`config.mk`:
```
export PLATFORM = sky130hd
export DESIGN_NAME = output_frame_scheduler
export DESIGN_NICKNAME = d
export VERILOG_FILES = /design/src/rtl/output_frame_scheduler.sv
export SDC_FILE = /design/constraint.sdc
export NUM_CORES = 1
export LEC_CHECK = 0
export ABC_AREA = 0
export BUFFER_PORTS_ARGS = -buffer_cell sky130_fd_sc_hd__buf_2
export CAP_MARGIN = 25
export CORE_MARGIN = 2
export CORE_UTILIZATION = 59
export DETAILED_ROUTE_END_ITERATION = 6
export GPL_TIMING_DRIVEN = 1
export PLACE_DENSITY = 0.79
export SKIP_LAST_GASP = 1
export SYNTH_ARGS = -nofsm -noshare
export SYNTH_HDL_FRONTEND = slang
export SYNTH_SLANG_ARGS = --single-unit
```
`constraint.sdc`:
```
create_clock -name clk -period 2.9 [get_ports clk]
set_input_delay 0.58 -clock clk [delete_from_list [all_inputs] [get_ports clk]]
set_output_delay 0.58 -clock clk [all_outputs]
set_load 0.03 [all_outputs]
```
`src/rtl/output_frame_scheduler.sv`:
```
// Output frame scheduler: paces sensor sample ticks and loads roll/pitch/yaw into the MCU in turn.
// Latency: load strobe 1 cycle after angles_valid_in or done_in; frame_done_out 1 cycle after the yaw done.
// Backpressure: each axis waits for done_in (bounded by DONE_TIMEOUT); angles arriving mid-frame are dropped and flagged.
module output_frame_scheduler #(
    parameter int TICK_DIV     = 1000,
    parameter int DONE_TIMEOUT = 4096
) (
    input  logic       clk,
    input  logic       n_rst,
    input  logic       configured_in,
    input  logic [7:0] dt_in,
    input  logic       angles_valid_in,
    input  logic       done_in,
    input  logic       clr_err_in,
    output logic       write_enable_out,
    output logic [1:0] output_select_out,
    output logic       sample_tick_out,
    output logic       busy_out,
    output logic       frame_done_out,
    output logic       overrun_out,
    output logic       timeout_out
);
    localparam int PW = $clog2(TICK_DIV);
    localparam int WW = $clog2(DONE_TIMEOUT);
    localparam logic [PW-1:0] PRESC_LAST = PW'(TICK_DIV - 1);
    localparam logic [WW-1:0] WAIT_LAST  = WW'(DONE_TIMEOUT - 1);

    typedef enum logic [1:0] {
        IDLE      = 2'd0,
        WAIT_DATA = 2'd1,
        LOAD      = 2'd2,
        WAIT_DONE = 2'd3
    } state_t;

    state_t        state_q, state_d;
    logic [1:0]    axis_q, axis_d;
    logic [WW-1:0] wait_q, wait_d;
    logic [PW-1:0] presc_q, presc_d;
    logic [7:0]    dtc_q, dtc_d;
    logic [7:0]    dtl_q, dtl_d;
    logic          we_q, we_d;
    logic [1:0]    sel_q, sel_d;
    logic          tick_q, tick_d;
    logic          busy_q, busy_d;
    logic          fdone_q, fdone_d;
    logic          ovr_q, ovr_d;
    logic          tmo_q, tmo_d;
    logic          ovr_set, tmo_set;
    logic          presc_wrap;

    // Frame sequencing: next state, axis/wait counters and the registered strobe outputs.
    always_comb begin
        state_d = state_q;
        axis_d  = axis_q;
        wait_d  = wait_q;
        fdone_d = 1'b0;
        ovr_set = 1'b0;
        tmo_set = 1'b0;
        case (state_q)
            IDLE: begin
                ovr_set = angles_valid_in;
                if (configured_in) state_d = WAIT_DATA;
            end
            WAIT_DATA: begin
                if (angles_valid_in) begin
                    state_d = LOAD;
                    axis_d  = 2'd0;
                end
            end
            LOAD: begin
                ovr_set = angles_valid_in;
                wait_d  = '0;
                state_d = WAIT_DONE;
            end
            WAIT_DONE: begin
                ovr_set = angles_valid_in;
                if (done_in) begin
                    if (axis_q < 2'd2) begin
                        axis_d  = axis_q + 2'd1;
                        state_d = LOAD;
                    end else begin
                        axis_d  = 2'd0;
                        fdone_d = 1'b1;
                        state_d = WAIT_DATA;
                    end
                end else if (wait_q == WAIT_LAST) begin
                    // Missing done: abandon the rest of the frame.
                    tmo_set = 1'b1;
                    axis_d  = 2'd0;
                    state_d = WAIT_DATA;
                end else begin
                    wait_d = wait_q + WW'(1);
                end
            end
            default: state_d = IDLE;
        endcase
        // Losing configuration aborts whatever is in flight.
        if (!configured_in) begin
            state_d = IDLE;
            axis_d  = 2'd0;
            wait_d  = '0;
            fdone_d = 1'b0;
        end
        we_d   = (state_d == LOAD);
        busy_d = (state_d == LOAD) || (state_d == WAIT_DONE);
        sel_d  = busy_d ? axis_d : 2'd0;
        // A new error event outranks a simultaneous clear.
        ovr_d  = ovr_set | (ovr_q & ~clr_err_in);
        tmo_d  = tmo_set | (tmo_q & ~clr_err_in);
    end

    assign presc_wrap = (presc_q == PRESC_LAST);

    // Sample pacing: prescaler wraps advance a dt counter; the period reloads only at tick boundaries.
    always_comb begin
        presc_d = presc_q;
        dtc_d   = dtc_q;
        dtl_d   = dtl_q;
        tick_d  = 1'b0;
        if (!configured_in) begin
            presc_d = '0;
            dtc_d   = 8'd0;
        end else if (state_q == IDLE) begin
            presc_d = '0;
            dtc_d   = 8'd0;
            dtl_d   = dt_in;
        end else begin
            presc_d = presc_wrap ? '0 : presc_q + PW'(1);
            if (presc_wrap) begin
                if (dtl_q == 8'd0) begin
                    // Pacing disabled: keep polling dt_in each wrap.
                    dtl_d = dt_in;
                end else if (dtc_q == dtl_q - 8'd1) begin
                    tick_d = 1'b1;
                    dtc_d  = 8'd0;
                    dtl_d  = dt_in;
                end else begin
                    dtc_d = dtc_q + 8'd1;
                end
            end
        end
    end

    // State and output registers.
    always_ff @(posedge clk or negedge n_rst) begin
        if (!n_rst) begin
            state_q <= IDLE;
            axis_q  <= 2'd0;
            wait_q  <= '0;
            presc_q <= '0;
            dtc_q   <= 8'd0;
            dtl_q   <= 8'd0;
            we_q    <= 1'b0;
            sel_q   <= 2'd0;
            tick_q  <= 1'b0;
            busy_q  <= 1'b0;
            fdone_q <= 1'b0;
            ovr_q   <= 1'b0;
            tmo_q   <= 1'b0;
        end else begin
            state_q <= state_d;
            axis_q  <= axis_d;
            wait_q  <= wait_d;
            presc_q <= presc_d;
            dtc_q   <= dtc_d;
            dtl_q   <= dtl_d;
            we_q    <= we_d;
            sel_q   <= sel_d;
            tick_q  <= tick_d;
            busy_q  <= busy_d;
            fdone_q <= fdone_d;
            ovr_q   <= ovr_d;
            tmo_q   <= tmo_d;
        end
    end

    assign write_enable_out  = we_q;
    assign output_select_out = sel_q;
    assign sample_tick_out   = tick_q;
    assign busy_out          = busy_q;
    assign frame_done_out    = fdone_q;
    assign overrun_out       = ovr_q;
    assign timeout_out       = tmo_q;

endmodule

```
# --- Word-level counts from Yosys, hierarchy flattened ---
# Cells that the tools add are included.
totals:
  regBits: 50
  latchBits: 0
  mem_bits_rw: 0
  rom_bits: 0
  n_memories: 0
op_classes:
  addsub: 5
  mul: 0
  n_div: 0
  magnitude_cmp: 1
  eq_ne: 13
  n_shift: 0
  muxes: 42
  bitwise: 5
  n_reduce_logical: 9
op_table:
  columns: ["cell", "n"]
  rows:
  - ["8-bit two-way mux", 9]
  - ["12-bit two-way mux", 3]
  - ["10-bit two-way mux", 3]
  - ["12-bit one-hot mux with 2 select lines", 1]
  - ["2-bit two-way mux", 11]
  - ["1-bit two-way mux", 13]
  - ["12-bit by 1-bit adder with 12-bit output (second input constant)", 1]
  - ["12-bit equality test (second input constant)", 1]
  - ["10-bit by 1-bit adder with 10-bit output (second input constant)", 1]
  - ["10-bit equality test (second input constant)", 1]
  - ["3-bit != test (second input constant)", 3]
  - ["8-bit by 1-bit adder with 8-bit output (second input constant)", 1]
  - ["2-bit equality test (second input constant)", 4]
  - ["8-bit equality test", 1]
  - ["8-bit zero test", 1]
  - ["2-bit one-hot mux with 4 select lines", 1]
  - ["8-bit by 1-bit subtractor with 8-bit output (second input constant)", 1]
  - ["3-bit by 1-bit != test with 1-bit output (second input constant)", 2]
  - ["3-bit AND reduction", 2]
  - ["2-bit one-hot mux with 2 select lines", 1]
  - ["3-bit nonzero test", 1]
  - ["3-bit OR reduction", 1]
  - ["2-bit by 1-bit adder with 2-bit output (second input constant)", 1]
  - ["1-bit bitwise AND", 2]
  - ["8 further kinds", 9]

# --- Longest topological paths before layout ---
# Gate-level depths: netlist (run 1).
logic_depth:
  depth_word: 8
  depth_mapped: 9
  ltp_nobuf: 8

# --- Worst setup path before layout (run 1) ---
# No wires, ideal clock.
synth_path:
  path_kind: "register to register"
  start: "register dtl_q[2]"
  end: "register dtl_q[0]"
  setup_ps: 125
  arrival_ps: 2219
  setup_slack_ps: 556
  path_stages_with_launch: 8
  path_buffers: 1
  path_cell_list: "dfrtp_1 > or4_4 > nor4_2 > xnor2_1 > and4b_1 > o31a_1 > buf_6 > mux2_4"
synth_between:
  elab_chain_cells: 4
synth_lines:
  columns: ["item", "line", "rtl"]
  rows:
  - ["start, declared", "40", "logic [7:0] dtl_q, dtl_d;"]
  - ["start signal, assigned", "166", "dtl_q <= dtl_d;"]
  - ["8-bit by 1-bit subtractor with 8-bit output / 8-bit zero test (equally long branches)", "133, 130", null]
  - ["8-bit equality test / 8-bit two-way mux (equally long branches)", "133, 130", null]
  - ["3-bit nonzero test (no line) / 8-bit two-way mux (equally long branches)", null, null]
  - ["3-bit AND reduction (no line) / 8-bit two-way mux (equally long branches)", null, null]
# Parallel ways exist; a longest one is shown, timed or not. The select of a mux whose other input is x is not followed.
# A chain may end at the register's enable or synchronous reset.

# --- Worst setup path after layout (run 1) ---
layout_path:
  start: "register dtl_q[0]"
  end: "register dtl_q[2]"
# The elaborated chain is that of the path after synthesis.

==> reports/metrics.csv, run 1 <==
metric,value,unit
status,finished clean,
antenna_found_initial,0,
setup_violations,0,
reg2reg_depth,7,
die_h,70.7,um
area_growth,9.39,%
grt-ovfl-total,0,
p_per_area,528,nW/um^2
portBuffers,21,
async_flop_share,100,%
final_nets,313,
cp-startpoint,dtl_q[0],
drive_above_1_share,15.3,%
yosysUniqueCellTypes,42,
fin_setup_tns,0,ns
drtPass1Iterations,4,
slew_headroom,59.0,%
seq_power_share,53.8,%
drv_cap,0,
synth_top_area_share,47.7,%
synth_nets,290,
hold_path.class,in -> async,
cp-end-kind,flip-flop,
postRouteAntennaNets,0,
syn_area_per_cell,9.68,um^2
cts_tree,done,
synthCells,271,
synth_warnings,0,
drtIter0Drc,95,
h-tree-depth,2,
final_hold_viol_count,0,
cts.root.buffer_cell,clkbuf_8,
io_pins,22,
num_rows,24,
intPower,0.00108,W
dieWidth,70.7,um
wire_per_inst,13.8,um
yosys.area.top_type,dfrtp_1,
busiest_layer,met2,
cp_cell_sequence,"inv_1, ha_1, or3_1, a32oi_1, and4b_1, o31a_2, mux2_4",
max_slew.worst_pin.slew,0.613,ns
max_freq,383,MHz
clk-insertion-delay-late,0.30,ns
numCtsBuffers,5,
use_met1,27.7,%
ys_seq_elements,50,
endpoint,dtl_q[2],
critPathKind,reg -> reg,
drc,0,
synth_area_leaders,"dfrtp_1, nor2_1, xor2_1",
vias_per_cell,5.62,
yosysSeqAreaShare,47.7,%
r2r_slack,0.29,ns
fp.dieArea,5000,um^2
cts_max_path_buffers,2,
cts_setup_buffers,0,
post-dp-hpwl,3.46,mm
reg2reg_to,dtl_q[2],
ys.flop_type,dfrtp_1,
power,0.00151,W
reg2reg_from,dtl_q[0],
grt_use_met2,33.1,%
comb_power_share,18.9,%
fin_crit,2.61,ns
p_clk_share,27.3,%
slew_viol_final,0,
leakagePower,1.33,nW
place_congestion,0.772,
cp.required,3.10,ns
yosysMostFrequentCell,dfrtp_1,
start_util,60.7,%
worstSetupStartpointType,flip-flop,
cp_max_fo,8,
diodes,0,
grtUsageTotal,20.8,%
cts_sinks,50,
crit_arrival,2.81,ns
clk_pin_slew_worst_paths,0.09,ns
finalCritPeriodShare,90.1,%
grt_pass1_wl,8.34,mm
wl,4.77,mm
slowest_delay,0.47,ns
synth-edff-count,0,
rsz0062_at_grt,no,
grt_pass1_vias,1893,
routed-via-count,1951,
finClkSkew,0.00745,ns
synth_common_cells,"dfrtp_1, nor2_1, nand3_1, nand2_1, xor2_1",
ir_drop,0.293,mV
coreArea,4320,um^2
slowest_stage,dfrtp_1,
switching_share,28.5,%
grtUsageMet3,3.70,%
p_sw,0.000432,W
grt_max_degree,38,
syn_area,2620,um^2
## worst max-delay path: cells and delay by family (launching register included)
| kind | cells | cell delay [ns] |
|---|---|---|
| compound gates | 2 | 0.62 |
| fa+ha+maj | 1 | 0.27 |
| buf+inv | 1 | 0.11 |
| flops | 1 | 0.47 |
| mux | 1 | 0.33 |
| simple gates | 2 | 0.70 |
## worst min path at each step
stage	slack, ns	cells after the start	endpoint	startpoint
after detailed placement	0.46	1	timeout_out	timeout_out
final	0.16	1	frame_done_out	n_rst
after global routing	0.18	1	frame_done_out	n_rst
after global placement	0.45	1	overrun_out	overrun_out
after CTS	0.16	1	frame_done_out	n_rst
after floorplan	0.28	0	axis_q[0]	n_rst
## area by class of cell
type,count,area (um^2)
multi-input cells,202,1290
well taps,52,65.1
clock inverters,1,5.00
clock buffers,7,86.3
repair buffers,24,128
inverters,11,41.3
flip-flops and latches,50,1250
fillers,361,1450
## sequential cells by signal, indices dropped and copies added (netlist names), 2 cells and up
| signal | cells |
|---|---|
| axis_q | 2 |
| wait_q | 12 |
| state_q | 2 |
| dtc_q | 8 |
| dtl_q | 8 |
| output_select_out | 2 |
| presc_q | 10 |
## cells in the final DEF (no fill, tap or decap), types with 5 or more instances in the layout
cell type and n:
nor3_1 13, nand2_1 19, nand3_1 22, xnor2_1 13
and3_1 11, nor2_1 37, o21ai_0 9, inv_1 10
xor2_1 15, a21oi_1 6, clkbuf_8 6, buf_2 21
nor4_1 6, ha_1 5, dfrtp_1 50, mux2_4 8
## power groups by stage
| stage | clock, W | combinational, W | sequential, W |
|---|---|---|---|
| floorplan | 0 | 0.000224 | 0.000812 |
| global placement | 0 | 0.000278 | 0.000824 |
| detailed placement | 0 | 0.000285 | 0.000827 |
| CTS | 0.000430 | 0.000287 | 0.000813 |
| global route | 0.000452 | 0.000318 | 0.000823 |
| finish | 0.000414 | 0.000286 | 0.000815 |
## logic make-up (layout without fill, tap and decap cells)
logic type               after synthesis  in the layout  synth area share [%]
buffers and inverters                 19             43                  3.05
XOR/XNOR                              28             28                  9.35
AO/OA/AOI/OAI                         30             30                  7.01
flip-flops                            50             50                  47.7
multiplexers                          10             10                  5.34
adder cells (fa/ha/maj)                5              5                  2.38
AND/OR/NAND/NOR                      129            129                  25.2
## per-layer routing
layer / up-vias / wire length, um
met3: 11 / 83
met1: 936 / 2310
met4: 0 / 106
met5: - / 0
met2: 16 / 2280
li1: 988 / -
## what timing repair did
action / 4_1_cts / 5_1_grt
hold buffers: 0 / 0
endpoints found under the hold margin: 0 / 0
setup endpoints to repair: 0 / 8
resized for setup: 0 / 1
## metrics by stage
| stage | util, % | area, um^2 | hold slack [ns] | cells | worst slack (ns) |
|---|---|---|---|---|---|
| 5_1_grt | 66.4 | 2870 | 0.178 | 347 | 0.176 |
| 3_3_place_gp | 64.2 | 2780 | 0.453 | 339 | 0.281 |
| 6_report | 66.4 | 2870 | 0.159 | 347 | 0.286 |
| 3_5_place_dp | 64.2 | 2780 | 0.464 | 339 | 0.169 |
| 2_1_floorplan | - | 2620 | 0.284 | 271 | 0.556 |
| 4_1_cts | 66.3 | 2870 | 0.160 | 347 | 0.146 |
(Power assumes the default switching activity.)
==> run 2: changes to the inputs <==
--- a/config.mk
+++ b/config.mk
@@ -5,14 +5,15 @@
 export SDC_FILE = /design/constraint.sdc
 export NUM_CORES = 1
 export LEC_CHECK = 0
-export ABC_AREA = 0
+export ABC_AREA = 1
 export BUFFER_PORTS_ARGS = -buffer_cell sky130_fd_sc_hd__buf_2
 export CAP_MARGIN = 25
 export CORE_MARGIN = 2
-export CORE_UTILIZATION = 59
+export CORE_UTILIZATION = 60
+export CTS_BUF_LIST = sky130_fd_sc_hd__clkbuf_8
 export DETAILED_ROUTE_END_ITERATION = 6
 export GPL_TIMING_DRIVEN = 1
-export PLACE_DENSITY = 0.79
+export PLACE_DENSITY = 0.8
 export SKIP_LAST_GASP = 1
 export SYNTH_ARGS = -nofsm -noshare
 export SYNTH_HDL_FRONTEND = slang
==> reports/metrics.csv, run 2 <==
metric,value,unit
hold_slack,0.361,ns
p_clk_share,29.7,%
worstSetupStartpointType,flip-flop,
postRouteAntennaNets,0,
synth_area_leaders,"dfrtp_1, nand2_1, inv_1",
post-route-cell-area,3160,um^2
synth_top_area_share,43.2,%
post-dp-hpwl,4.46,mm
fin_setup_tns,0,ns
instances_no_fill,474,
final_nets,438,
cts.root.buffer_cell,clkbuf_8,
seq_power_share,47.6,%
yosysUniqueCellTypes,30,
synth_nets,412,
clk_pin_slew_worst_paths,0.10,ns
largest_register,wait_q,
finClkSkew,0.0131,ns
cp-end-kind,flip-flop,
start_util,61.7,%
wire_per_inst,12.8,um
synth_warnings,0,
leakagePower,1.57,nW
grt-ovfl-total,0,
diodes,0,
final_hold_viol_count,0,
crit_arrival,2.29,ns
status,finished clean,
drtPass1Iterations,4,
grt_pass1_vias,2432,
drive_above_1_share,12.1,%
p_per_area,528,nW/um^2
cts_setup_buffers,0,
cp.required,3.11,ns
numCtsBuffers,5,
yosysMostFrequentCell,nand2_1,
finalCritPeriodShare,71.8,%
antenna_found_initial,0,
largest_register_ffs,12,
drc,0,
synth_xor_area_share,3.93,%
synthCells,393,
grtUsageTotal,25.3,%
area_growth,9.21,%
synth_top_family_by_area,simple AND/OR/NAND/NOR gates,
ir_drop,0.329,mV
num_rows,25,
synth-compound-area-share,7.57,%
h-tree-depth,2,
synthMuxAreaShare,0,%
place_congestion,0.894,
fin_crit,2.08,ns
rsz0062_at_grt,no,
biggestRegsByFlops,"wait_q (12), presc_q (10)",
max_slew.worst_pin.slew,0.625,ns
clk-insertion-delay-late,0.31,ns
yosys.area.top_type,dfrtp_1,
hold_path.class,in -> async,
drtIter0Drc,254,
yosysSeqAreaShare,43.2,%
slew_viol_final,0,
grt_pass1_wl,10.6,mm
cts_sinks,50,
grt_max_degree,51,
dieWidth,73.5,um
routed-via-count,2518,
ctsResizeCount,0,
fp.dieArea,5390,um^2
portBuffers,21,
switching_share,32.9,%
cp_max_fo,9,
vias_per_cell,5.31,
cts_hold_buf,0,
ys.flop_type,dfrtp_1,
synthSimpleGateAreaFrac,34.8,%
comb_power_share,22.7,%
critPathKind,reg -> reg,
place_inst,466,
slew_headroom,58.4,%
final_cell_mix,"nand2_1, inv_1, dfrtp_1",
synth_common_cells,"nand2_1, inv_1, dfrtp_1, nor2_1, nand3_1",
syn_area_per_cell,7.36,um^2
coreArea,4690,um^2
cts_max_path_buffers,2,
synth_fa_ha_area_share,2.16,%
die_h,73.5,um
synth-edff-count,0,
cts_tree,done,
syn_area,2890,um^2
layout_commonest_cell,nand2_1,
intPower,0.00112,W
setup_violations,0,
io_pins,22,
wl,6.08,mm
post_dp_cell_area,3050,um^2
ys_seq_elements,50,
p_sw,0.000549,W
drv_cap,0,
max_freq,480,MHz
async_flop_share,100,%
[run 2: final timing paths]
path / startpoint / endpoint / slack, ns / cells past startpoint
worst min-delay path: n_rst / presc_q[4] / 0.36 / 2
worst max-delay path: dtl_q[0] / dtl_q[7] / 0.82 / 13
worst max register to register: dtl_q[0] / dtl_q[7] / 0.82 / 13
worst min register to register: presc_q[0] / presc_q[0] / 0.50 / 1
max in group asynchronous: n_rst / wait_q[4] / 2.11 / 2
min in group clk: clr_err_in / overrun_out / 0.46 / 2
[run 2: power groups by stage]
stage	combinational (W)	clock, W	sequential [W]
final	0.000378	0.000496	0.000794
after global routing	0.000441	0.000531	0.000802
after CTS	0.000381	0.000506	0.000794
after detailed placement	0.000378	0	0.000807
after global placement	0.000367	0	0.000805
after floorplan	0.000289	0	0.000798
[run 2: per-layer routing]
layer | up-vias | global-route usage, % | share of wire, %
li1 | 1293 | - | -
met1 | 1158 | 32.6 | 46
met2 | 61 | 43.2 | 50
met3 | 6 | 4.53 | 4.0
met4 | 0 | 8.08 | 0.62
met5 | - | 0 | 0
[run 2: stage by stage]
stage	utilization, %	total power [W]	setup slack (ns)
after floorplan	-	0.00109	1.09
after global placement	65.0	0.00117	0.837
after detailed placement	65.0	0.00119	0.780
after CTS	67.4	0.00168	0.819
after global routing	67.4	0.00177	0.563
final	67.4	0.00167	0.817
[run 2: logic make-up after synthesis]
logic type	count (synthesis)
AND/OR/NAND/NOR	230
buffers and inverters	61
flip-flops	50
AO/OA/AOI/OAI	34
XOR/XNOR	13
adder cells (fa/ha/maj)	5
[run 2: critical path, stage by stage (launching register included)]
cell and delay, ns:
dfrtp_1 0.42, inv_1 0.18, ha_1 0.25, nand2_1 0.09, nor2_1 0.12, nand2_1 0.06
nand2_1 0.06, inv_1 0.05, nor2_2 0.11, nand3_2 0.10, o21bai_4 0.26, nand2_4 0.13
nand2_1 0.09, nand2_1 0.05
[run 2: layout make-up]
type / count / area (um^2)
Sequential cell: 50 / 1250
Clock buffer: 5 / 68.8
Timing Repair Buffer: 22 / 113
Inverter: 58 / 218
Fill cell: 421 / 1530
Tap cell: 54 / 67.6
Clock inverter: 3 / 41.3
Multi-Input combinational cell: 282 / 1400
==> run 3: changes to the inputs <==
--- a/config.mk
+++ b/config.mk
@@ -5,15 +5,15 @@
 export SDC_FILE = /design/constraint.sdc
 export NUM_CORES = 1
 export LEC_CHECK = 0
-export ABC_AREA = 1
+export ABC_AREA = 0
 export BUFFER_PORTS_ARGS = -buffer_cell sky130_fd_sc_hd__buf_2
 export CAP_MARGIN = 25
 export CORE_MARGIN = 2
-export CORE_UTILIZATION = 60
+export CORE_UTILIZATION = 56
 export CTS_BUF_LIST = sky130_fd_sc_hd__clkbuf_8
 export DETAILED_ROUTE_END_ITERATION = 6
 export GPL_TIMING_DRIVEN = 1
-export PLACE_DENSITY = 0.8
+export PLACE_DENSITY = 0.78
 export SKIP_LAST_GASP = 1
 export SYNTH_ARGS = -nofsm -noshare
 export SYNTH_HDL_FRONTEND = slang
==> constraint.sdc (replaced) <==
create_clock -name clk -period 1.9 [get_ports clk]
set_input_delay 0.38 -clock clk [delete_from_list [all_inputs] [get_ports clk]]
set_output_delay 0.38 -clock clk [all_outputs]
set_load 0.03 [all_outputs]
==> reports/metrics.csv, run 3 (synthesis gave the netlist of run 1 again) <==
metric,value,unit
drtPass1Iterations,4,
max_freq,431,MHz
final_cell_mix,"dfrtp_1, nor2_1, buf_4",
hold-path-endpoint,dtl_q[1],
h-tree-depth,2,
max_slew.worst_pin.slew,0.674,ns
io_pins,22,
p_per_area,758,nW/um^2
reg2reg_from,dtl_q[4],
cp-end-kind,flip-flop,
portBuffers,21,
utilization,73.2,%
clk_pin_slew_worst_paths,0.08,ns
coreArea,4440,um^2
drc,0,
rsz0062_at_grt,yes,
layout_commonest_cell,dfrtp_1,
clk-insertion-delay-late,0.31,ns
wl,5.76,mm
drive_above_1_share,27.8,%
ir_drop,0.510,mV
biggestRegsByFlops,"wait_q (12), presc_q (10)",
reg2reg_to,dtl_q[4],
fin_ws,-0.421,ns
drtIter0Drc,203,
fin_crit,2.32,ns
slew_viol_final,0,
cp_max_fo,8,
area_growth,23.9,%
slew_headroom,54.7,%
die_h,72.5,um
fillCellCount,305,
post-dp-hpwl,3.96,mm
hold_path.class,in -> reg,
grt_pass1_vias,2214,
numCtsBuffers,5,
finalCritPeriodShare,122,%
num_rows,24,
grtUsageTotal,24.1,%
leakagePower,1.53,nW
reg2reg_depth,6,
hold_start,dt_in[1],
postRouteAntennaNets,0,
worstSetupStartpointType,flip-flop,
diodes,0,
finClkSkew,0.00543,ns
status,finished with violations,
grt_max_degree,37,
crit_arrival,2.52,ns
vias_per_cell,5.66,
dieWidth,72.5,um
cp.required,2.09,ns
cts_sinks,50,
routed-via-count,2168,
grt-ovfl-total,0,
r2r_slack,-0.42,ns
holdPathStages,2,
critPathKind,reg -> reg,
cts_tree,done,
final_hold_viol_count,0,
grt_pass1_wl,9.94,mm
final_nets,350,
fp.dieArea,5250,um^2
largest_register_ffs,12,
cts_max_path_buffers,2,
largest_register,wait_q,
fin_setup_tns,-5.79,ns
drv_cap,0,
cts.root.buffer_cell,clkbuf_8,
place_congestion,0.896,
start_util,59.0,%
wire_per_inst,15.0,um
violations,setup timing,
setup_violations,17,
antenna_found_initial,0,
## run 3: cell types whose count changed in the layout (fill, tap and decap cells not counted), sizes merged, moves of 7 or more
| cell | before | now |
|---|---|---|
| and3 | 0 | 11 |
| buf | 22 | 60 |
| inv | 59 | 11 |
| mux2 | 0 | 8 |
| nand2 | 116 | 19 |
| nand3 | 36 | 22 |
| nor2 | 55 | 37 |
| nor4 | 0 | 7 |
| o21ai | 23 | 10 |
| xnor2 | 2 | 13 |
## run 3: power by group
group / switching (W) / total (W) / internal [W]
Clock: 0.000340 / 0.000587 / 0.000248
Sequential: 0.0000612 / 0.00119 / 0.00113
Combinational: 0.000335 / 0.000682 / 0.000346
## run 3: worst max path at each step
stage | startpoint | to | slack (ns) | depth (start not counted)
after detailed placement | dtl_q[0] | dtl_q[4] | -0.66 | 7
after floorplan | dtl_q[3] | dtl_q[0] | -0.42 | 7
after global placement | dtl_q[5] | dtl_q[6] | -0.48 | 6
after CTS | dtl_q[4] | dtl_q[4] | -0.43 | 6
after global routing | dtl_q[2] | dtl_q[4] | -0.50 | 6
final | dtl_q[4] | dtl_q[4] | -0.42 | 6
## run 3: final cells by class
class	count	area [um^2]	area share [%]
Tap cell	52	65.1	2.00
Multi-Input combinational cell	202	1390	42.7
Timing Repair Buffer	61	424	13.0
Inverter	11	41.3	1.27
Clock buffer	5	68.8	2.12
Clock inverter	2	11.3	0.346
Sequential cell	50	1250	38.5
## run 3: repair_timing
action	in CTS	in global routing
pin swaps	7	4
endpoints found under the setup margin	17	26
buffers inserted	4	1
hold buffers	1	0
gates resized for setup	12	9
endpoints found under the hold margin	14	0
## run 3: worst max-delay path, stage by stage (launching register included)
cell     delay, ns
dfrtp_1       0.39
or4_4         0.56
nor4_4        0.15
xnor2_1       0.17
and4b_1       0.25
o31a_4        0.37
mux2_4        0.32
## run 3: per-stage QoR
step / instance area (um^2) / cells / power (W) / hold WS (ns) / setup slack, ns
after floorplan: 2630 / 271 / 0.00159 / 0.0844 / -0.421
after global placement: 3030 / 370 / 0.00181 / 0.301 / -0.484
after detailed placement: 3030 / 370 / 0.00184 / 0.310 / -0.659
after CTS: 3210 / 382 / 0.00246 / 0.300 / -0.429
after global routing: 3250 / 383 / 0.00260 / 0.294 / -0.496
final: 3250 / 383 / 0.00246 / 0.298 / -0.421
## run 3: per-layer routing
| layer | vias up | part of all wire, % | global-route usage, % |
|---|---|---|---|
| li1 | 1056 | - | - |
| met3 | 18 | 3.5 | 4.72 |
| met5 | - | 0 | 0 |
| met4 | 0 | 2.4 | 10.3 |
| met1 | 1044 | 45 | 31.5 |
| met2 | 50 | 49 | 39.3 |
